===== src/rtl/pipe_stage_chain.sv =====
// pipe_stage_chain: DEPTH-stage valid/ready register chain with flush, bubble collapsing and drop counting.
// Optional macro PIPE_STAGE_SKID_EN adds a one-entry skid register ahead of stage 0 (registered in_ready).
module pipe_stage_chain #(
    parameter int WIDTH = 32,
    parameter int DEPTH = 3
) (
    input  logic                       clk,
    input  logic                       rst_n,
    input  logic                       i_flush,
    input  logic                       i_in_valid,
    output logic                       o_in_ready,
    input  logic [WIDTH-1:0]           i_in_data,
    output logic                       o_out_valid,
    input  logic                       i_out_ready,
    output logic [WIDTH-1:0]           o_out_data,
    output logic [$clog2(DEPTH+2)-1:0] o_occupancy,
    output logic [15:0]                o_drop_cnt
);
    localparam int CW = $clog2(DEPTH+2);

    logic [DEPTH-1:0] w_v;
    logic [WIDTH-1:0] w_d [DEPTH];
    logic [DEPTH-1:0] w_adv;
    logic [DEPTH:0]   w_ok;
    logic             w_accept;
    logic             w_pop;
    logic             w_load0;
    logic [WIDTH-1:0] w_src0;
    logic [CW-1:0]    w_held;
    logic [16:0]      w_drop_sum;
    logic [CW-1:0]    r_occ;
    logic [15:0]      r_drop;

    // Walk from the output back so each stage sees whether its downstream slot frees this cycle.
    always_comb begin
        w_adv        = '0;
        w_ok         = '0;
        w_ok[DEPTH]  = i_out_ready;
        for (int i = DEPTH - 1; i >= 0; i--) begin
            w_adv[i] = w_v[i] & w_ok[i+1];
            w_ok[i]  = ~w_v[i] | w_adv[i];
        end
    end

`ifdef PIPE_STAGE_SKID_EN
    logic             r_skid_v;
    logic [WIDTH-1:0] r_skid_d;

    assign o_in_ready = ~r_skid_v;
    assign w_accept   = i_in_valid & o_in_ready;
    assign w_load0    = w_ok[0] & (r_skid_v | w_accept);
    assign w_src0     = r_skid_v ? r_skid_d : i_in_data;

    // An accepted word parks here only when stage 0 cannot take it this cycle.
    always_ff @(posedge clk or negedge rst_n) begin
        if (!rst_n) begin
            r_skid_v <= 1'b0;
            r_skid_d <= '0;
        end else begin
            if (i_flush)
                r_skid_v <= 1'b0;
            else if (r_skid_v)
                r_skid_v <= ~w_ok[0];
            else
                r_skid_v <= w_accept & ~w_ok[0];
            if (w_accept & ~w_ok[0])
                r_skid_d <= i_in_data;
        end
    end
`else
    assign o_in_ready = w_ok[0];
    assign w_accept   = i_in_valid & o_in_ready;
    assign w_load0    = w_accept;
    assign w_src0     = i_in_data;
`endif

    generate
        for (genvar gi = 0; gi < DEPTH; gi++) begin : g_stage
            logic             w_load;
            logic [WIDTH-1:0] w_src;
            logic             r_valid;
            logic [WIDTH-1:0] r_data;

            if (gi == 0) begin : g_head
                assign w_load = w_load0;
                assign w_src  = w_src0;
            end else begin : g_body
                assign w_load = w_adv[gi-1];
                assign w_src  = w_d[gi-1];
            end

            always_ff @(posedge clk or negedge rst_n) begin
                if (!rst_n) begin
                    r_valid <= 1'b0;
                    r_data  <= '0;
                end else begin
                    if (i_flush)
                        r_valid <= 1'b0;
                    else
                        r_valid <= w_load | (r_valid & ~w_adv[gi]);
                    if (w_load)
                        r_data <= w_src;
                end
            end

            assign w_v[gi] = r_valid;
            assign w_d[gi] = r_data;
        end
    endgenerate

    // Words still held after this edge's pop and accept; on flush these are the ones discarded.
    assign w_pop      = w_adv[DEPTH-1];
    assign w_held     = r_occ + CW'(w_accept) - CW'(w_pop);
    assign w_drop_sum = {1'b0, r_drop} + 17'(w_held);

    always_ff @(posedge clk or negedge rst_n) begin
        if (!rst_n) begin
            r_occ  <= '0;
            r_drop <= '0;
        end else if (i_flush) begin
            r_occ  <= '0;
            r_drop <= w_drop_sum[16] ? 16'hFFFF : w_drop_sum[15:0];
        end else begin
            r_occ  <= w_held;
        end
    end

    assign o_out_valid = w_v[DEPTH-1];
    assign o_out_data  = w_d[DEPTH-1];
    assign o_occupancy = r_occ;
    assign o_drop_cnt  = r_drop;

endmodule


===== config.mk =====
export PLATFORM = sky130hd
export DESIGN_NAME = pipe_stage_chain
export DESIGN_NICKNAME = d
export VERILOG_FILES = /design/src/rtl/pipe_stage_chain.sv
export SDC_FILE = /design/constraint.sdc
export NUM_CORES = 1
export LEC_CHECK = 0
export CAP_MARGIN = 30
export CORE_MARGIN = 2
export CORE_UTILIZATION = 56
export CTS_CLUSTER_DIAMETER = 60
export DETAILED_ROUTE_END_ITERATION = 10
export HOLD_SLACK_MARGIN = 0.12
export PLACE_DENSITY_LB_ADDON = 0.1
export SLEW_MARGIN = 20
export SYNTH_ARGS = -nofsm -noshare
export SYNTH_HDL_FRONTEND = slang
export SYNTH_SLANG_ARGS = --single-unit

===== constraint.sdc =====
create_clock -name clk -period 8.5 [get_ports clk]
set_input_delay 1.275 -clock clk [delete_from_list [all_inputs] [get_ports clk]]
set_output_delay 1.275 -clock clk [all_outputs]
set_load 0.02 [all_outputs]

== Word-level counts from Yosys, hierarchy flattened ==
Cells that the tools add are included.
Widths: inputs -> output; s select.

* Add/sub/neg operators: 3
* Muxes and demuxes: 5
* Bitwise logic cells: 19

{| class="wikitable"
|+ Operators by type and width
! kind !! number
|-
| $add 16x3->17 || 1
|-
| $mux 16 || 1
|-
| $and 1x1->1 || 7
|-
| $not 1->1 || 6
|-
| $or 1x1->1 || 6
|-
| $add 3x1->3 || 1
|-
| $mux 1 || 3
|-
| $mux 3 || 1
|-
| $sub 3x1->3 || 1
|}

* Word-level logic and storage cells: 35
* Bits of input ports: 37
* Output and inout bits: 53
* Register bits after elaboration: 118

== Longest topological paths before layout ==
* Depth after elaboration: 11
* Mapped depth: 15
* Mapped depth without buffers: 13

== Least setup slack after synthesis ==
No wires, ideal clock.

* Path type: input to register
* Start point: input port i_out_ready
* End point: register r_drop[14], in the netlist o_drop_cnt[14]
* Path slack: 3.852 ns
* Buffers on the path: 1
* Data required time: 8.375 ns
* Cell stages on the path: 14
* Setup time: 0.125 ns
* Arrival: 4.523 ns
* Cell sequence: nor2b_1 -> nand3_1 -> nand2_1 -> buf_2 -> ha_1 -> inv_1 -> ha_1 -> fa_1 -> inv_1 -> fa_1 -> nand2b_1 -> a2111oi_4 -> nand3_1 -> mux2_2

* Longest elaborated chain between the ends: 11

{| class="wikitable"
|+ Ends and longest elaborated chain
! what !! line !! source
|-
| start, declared || 14 || <nowiki>input logic i_out_ready,</nowiki>
|-
| $and 1x1->1 || 40 || <nowiki>w_adv[i] = w_v[i] & w_ok[i+1];</nowiki>
|-
| $or 1x1->1 || 41 || <nowiki>w_ok[i] = ~w_v[i] | w_adv[i];</nowiki>
|-
| $and 1x1->1 || 40 ||
|-
| $or 1x1->1 || 41 ||
|-
| $and 1x1->1 || 40 ||
|-
| $or 1x1->1 || 41 ||
|-
| named net o_in_ready || 11 || <nowiki>output logic o_in_ready,</nowiki>
|-
| $and 1x1->1 || 72 || <nowiki>assign w_accept = i_in_valid & o_in_ready;</nowiki>
|-
| $add 3x1->3 || 113 || <nowiki>assign w_held = r_occ + CW'(w_accept) - CW'(w_pop);</nowiki>
|-
| $sub 3x1->3 || 113 ||
|-
| $add 16x3->17 || 114 || <nowiki>assign w_drop_sum = {1'b0, r_drop} + 17'(w_held);</nowiki>
|-
| $mux 16 || 122 || <nowiki>r_drop <= w_drop_sum[16] ? 16'hFFFF : w_drop_sum[15:0];</nowiki>
|-
| end signal, assigned || 122 ||
|-
| end, declared || 32 || <nowiki>logic [15:0] r_drop;</nowiki>
|}

The timed path passes the listed nets, and every way through them passes these cells.
A chain may end at the register's enable or synchronous reset.

== Worst setup path after layout ==
* Start point: input port i_out_ready
* End point: register r_drop[3], in the netlist o_drop_cnt[3]

* Longest elaborated chain between the ends: 11

{| class="wikitable"
|+ Ends and longest elaborated chain
! what !! line
|-
| $and 1x1->1 (*) || 40
|-
| $or 1x1->1 || 41
|-
| $and 1x1->1 || 40
|-
| $or 1x1->1 || 41
|-
| $and 1x1->1 || 40
|-
| $or 1x1->1 || 41
|-
| $and 1x1->1 || 72
|-
| $add 3x1->3 || 113
|-
| $sub 3x1->3 (*) || 113
|-
| $add 16x3->17 (*) || 114
|-
| $mux 16 (*) || 122
|}

Mark *: on every way between the ends. The rest lies on a longest branch, timed or not.

==> out/qor.yml <==
detailed_routing:
  via_per_inst: 5.376
  drc: 0
  routed_wirelength_mm: 9.119
  first_iter_violations: 62
  drtPass1Iterations: 4
  vias: 2919
  postRouteAntennaNets: 0
  wl_per_cell_um: 16.79
logic_synthesis:
  syn-num-nets: 372
  netlist_top_cells_area: "dfrtp_1 (62%), mux2_2 (23%), nand2_1 (1.5%)"
  syn_avg_cell_area_um2: 14.53
  ys_async_sr_fraction: 1.000
  ys_ff_latch: 118
  ys_warn_count: 0
  synth_top_cell_by_area: "dfrtp_1"
  netlist_area_um2: 4767
  syn-instance-count: 328
  synth_top_area_frac: 0.6194
  synth_flop_cell: "dfrtp_1"
  synth_edf_count: 0
  ys_seq_area_frac: 0.6194
  yosysUniqueCellTypes: 36
placed_design:
  io_buffers: 89
  dp_cells: 512
  hpwl_mm: 5.857
  place_congestion: 0.8027
flow_run:
  maxCapViolCount: 0
power_and_ir_drop:
  fin_total_pwr_mw: 1.939
  peakVddDrop_uv: 177.9
  power_density_nw_per_um2: 306.0
  p_leak_nw: 2.735
worst_setup_path:
  cpPeakStageDelay_ns: 0.65
  critPathArrivalTime_ns: 5.63
  timing.rr.end: "o_drop_cnt[3]$_DFFE_PN0P_"
  required_ns: 8.92
  crit_family: "simple AND/OR/NAND/NOR gates"
  critical_path_class: "in -> reg"
  cp_max_fo: 33
  reg2reg_depth: 13
  r2r_start: "o_out_valid$_DFF_PN0_"
  r2r_slack_ns: 4.09
  critPathCaptureType: "register"
  crit_buf_inv: 3
  path_cells: "clkdlybuf4s50_1, nor2b_1, nand3_1, nand2_2, ha_1, inv_1, ha_1, fa_1, inv_1, fa_1, nand2b_1, a2111oi_4, nand3_1, o21ai_0"
  cp-start-kind: "primary input"
  slowest_stage: "nand2_2"
hold_path:
  worstHoldPathType: "reg -> reg"
  whs_endpoint: "g_stage[1].r_data[11]$_DFFE_PN0P_"
  hold_path_depth: 1
  worstHoldStart: "g_stage[0].r_data[11]$_DFFE_PN0P_"
cts:
  ctsHoldBuffers: 0
  insertion_delay_ns: 0.50
  cts.repair.resized: 0
  cts_tree: "yes"
  clk_pin_slew_ns: 0.06
  cts_buffers: 17
  clockRootBuffer: "clkbuf_8"
  cts.sink_count: 118
  post-cts-setup-buffer-count: 0
  cts_buffer_depth: 2
  htree_levels: 4
grt:
  grt_start_max_net_pins: 84
  grt_remaining_overflow: 0
  grt_usage: 0.2150
  grt_pass1_vias: 3081
  grt_pass1_wl_mm: 14.75
  grt_antenna_before_repair: 0
die:
  fp.dieH_um: 96.27
  dieArea_um2: 9267
  start_util: 0.5802
  io_pins: 90
  rows: 33
  coreArea_um2: 8217
  die_x_um: 96.27
final_layout:
  nFillCells: 534
  post_layout_nonfiller_instances: 543
  antennaDiodeCount: 0
  final_util: 0.7713
  layout-drive-gt1-share: 0.3196
  fin_nets: 470
  syn2layout_area_growth_pct: 32.94
sta:
  rsz0062_at_grt: "no"
  whs_ns: 0.4957
  setup_viol_count_final: 0
  period_share: 0.6138
  slew_viol_final: 0
  fin_tns_setup_ns: 0
  worstMarginPinSlew_ns: 0.8828
  fmax_mhz: 191.7
  max-slew-margin-rel: 0.4115
  min_period_ns: 5.218
  fin_skew_ns: 0.007695
  hold_violations: 0
status:
  outcome: "finished clean"
==> kinds of logic (layout without fill, tap and decap cells) <==
| family | Yosys count | count (layout) | share of synthesized area |
|---|---|---|---|
| adders and majority gates | 7 | 7 | 0.02152 |
| muxes | 99 | 99 | 0.2336 |
| buffers and inverters | 23 | 133 | 0.02074 |
| AOI/OAI and AO/OA | 16 | 16 | 0.02625 |
| DFF | 118 | 118 | 0.6194 |
| and+or+nand+nor | 56 | 56 | 0.06195 |
| xor gates and xnor gates | 9 | 9 | 0.01654 |
==> where the power goes <==
group / leakage (nW) / switching (mW) / internal, mW
sequential: 1.40 / 0.0805 / 0.681
combinational: 1.04 / 0.231 / 0.255
clock: 0.287 / 0.241 / 0.451
total: 2.73 / 0.553 / 1.39
==> cells in the mapped netlist, types with 3 or more instances <==
cell,instances
nand2b_1,3
buf_2,10
xnor2_1,6
nand3_1,7
nor2b_1,5
o21ai_0,6
mux2_2,98
nand2_1,19
xor2_1,3
ha_1,5
dfrtp_1,118
inv_1,11
nor2_1,8
==> stage by stage <==
step / worst slack, ns / instance area [µm²]
5_1_grt: 2.894 / 6337
6_report: 3.282 / 6337
3_5_place_dp: 2.797 / 5749
3_3_place_gp: 2.935 / 5749
2_1_floorplan: 3.852 / 4767
4_1_cts: 3.261 / 6334
==> area by class of cell <==
cell class / instances / area, µm² / area share
timing repair buffer: 91 / 907.1 / 0.1431
inverter: 11 / 41.29 / 0.006515
clock buffer: 18 / 427.9 / 0.06752
tap: 105 / 131.4 / 0.02073
clock inverter: 13 / 156.4 / 0.02468
multi-input combinational: 187 / 1720 / 0.2715
sequential: 118 / 2953 / 0.4659
==> per-layer routing <==
layer | up-vias | GRT usage | share of wire
li1 | 1344 | - | -
met1 | 1469 | 0.2643 | 0.42
met2 | 89 | 0.3617 | 0.51
met3 | 17 | 0.06343 | 0.051
met4 | 0 | 0.07619 | 0.014
met5 | - | 0 | 0
==> sequential cells by signal, summed over array words and instances (netlist names) <==
signal,count
g_stage.r_valid,2
o_drop_cnt,16
o_occupancy,3
o_out_valid,1
o_out_data,32
g_stage.r_data,64
==> placed cells by master (no fill, tap or decap), drive strengths merged, types with 2 or more instances in the layout <==
master and n:
nand4 3, nor2 8, clkdlybuf4s50 88, nand2 19
o21ai 6, mux2 98, bufinv 3, o31ai 2
and2 2, clkinvlp 2, a21oi 2, inv 12
nand3 7, fa 2, or4 2, clkbuf 18
clkinv 7, buf 3, nor2b 5, dfrtp 118
xor2 3, ha 5, xnor2 6, nand2b 3
==> worst max-delay path by stage <==
stage	start	endpoint	slack, ns	cells past startpoint
finish	i_out_ready	o_drop_cnt[3]$_DFFE_PN0P_	3.28	14
detailed placement	i_out_ready	o_drop_cnt[3]$_DFFE_PN0P_	2.80	14
global route	i_out_ready	o_drop_cnt[3]$_DFFE_PN0P_	2.89	14
floorplan	i_out_ready	o_drop_cnt[14]$_DFFE_PN0P_	3.85	14
global placement	i_out_ready	o_drop_cnt[3]$_DFFE_PN0P_	2.94	14
CTS	i_out_ready	o_drop_cnt[3]$_DFFE_PN0P_	3.26	14
Note: power is estimated with default switching activity, not from simulation.
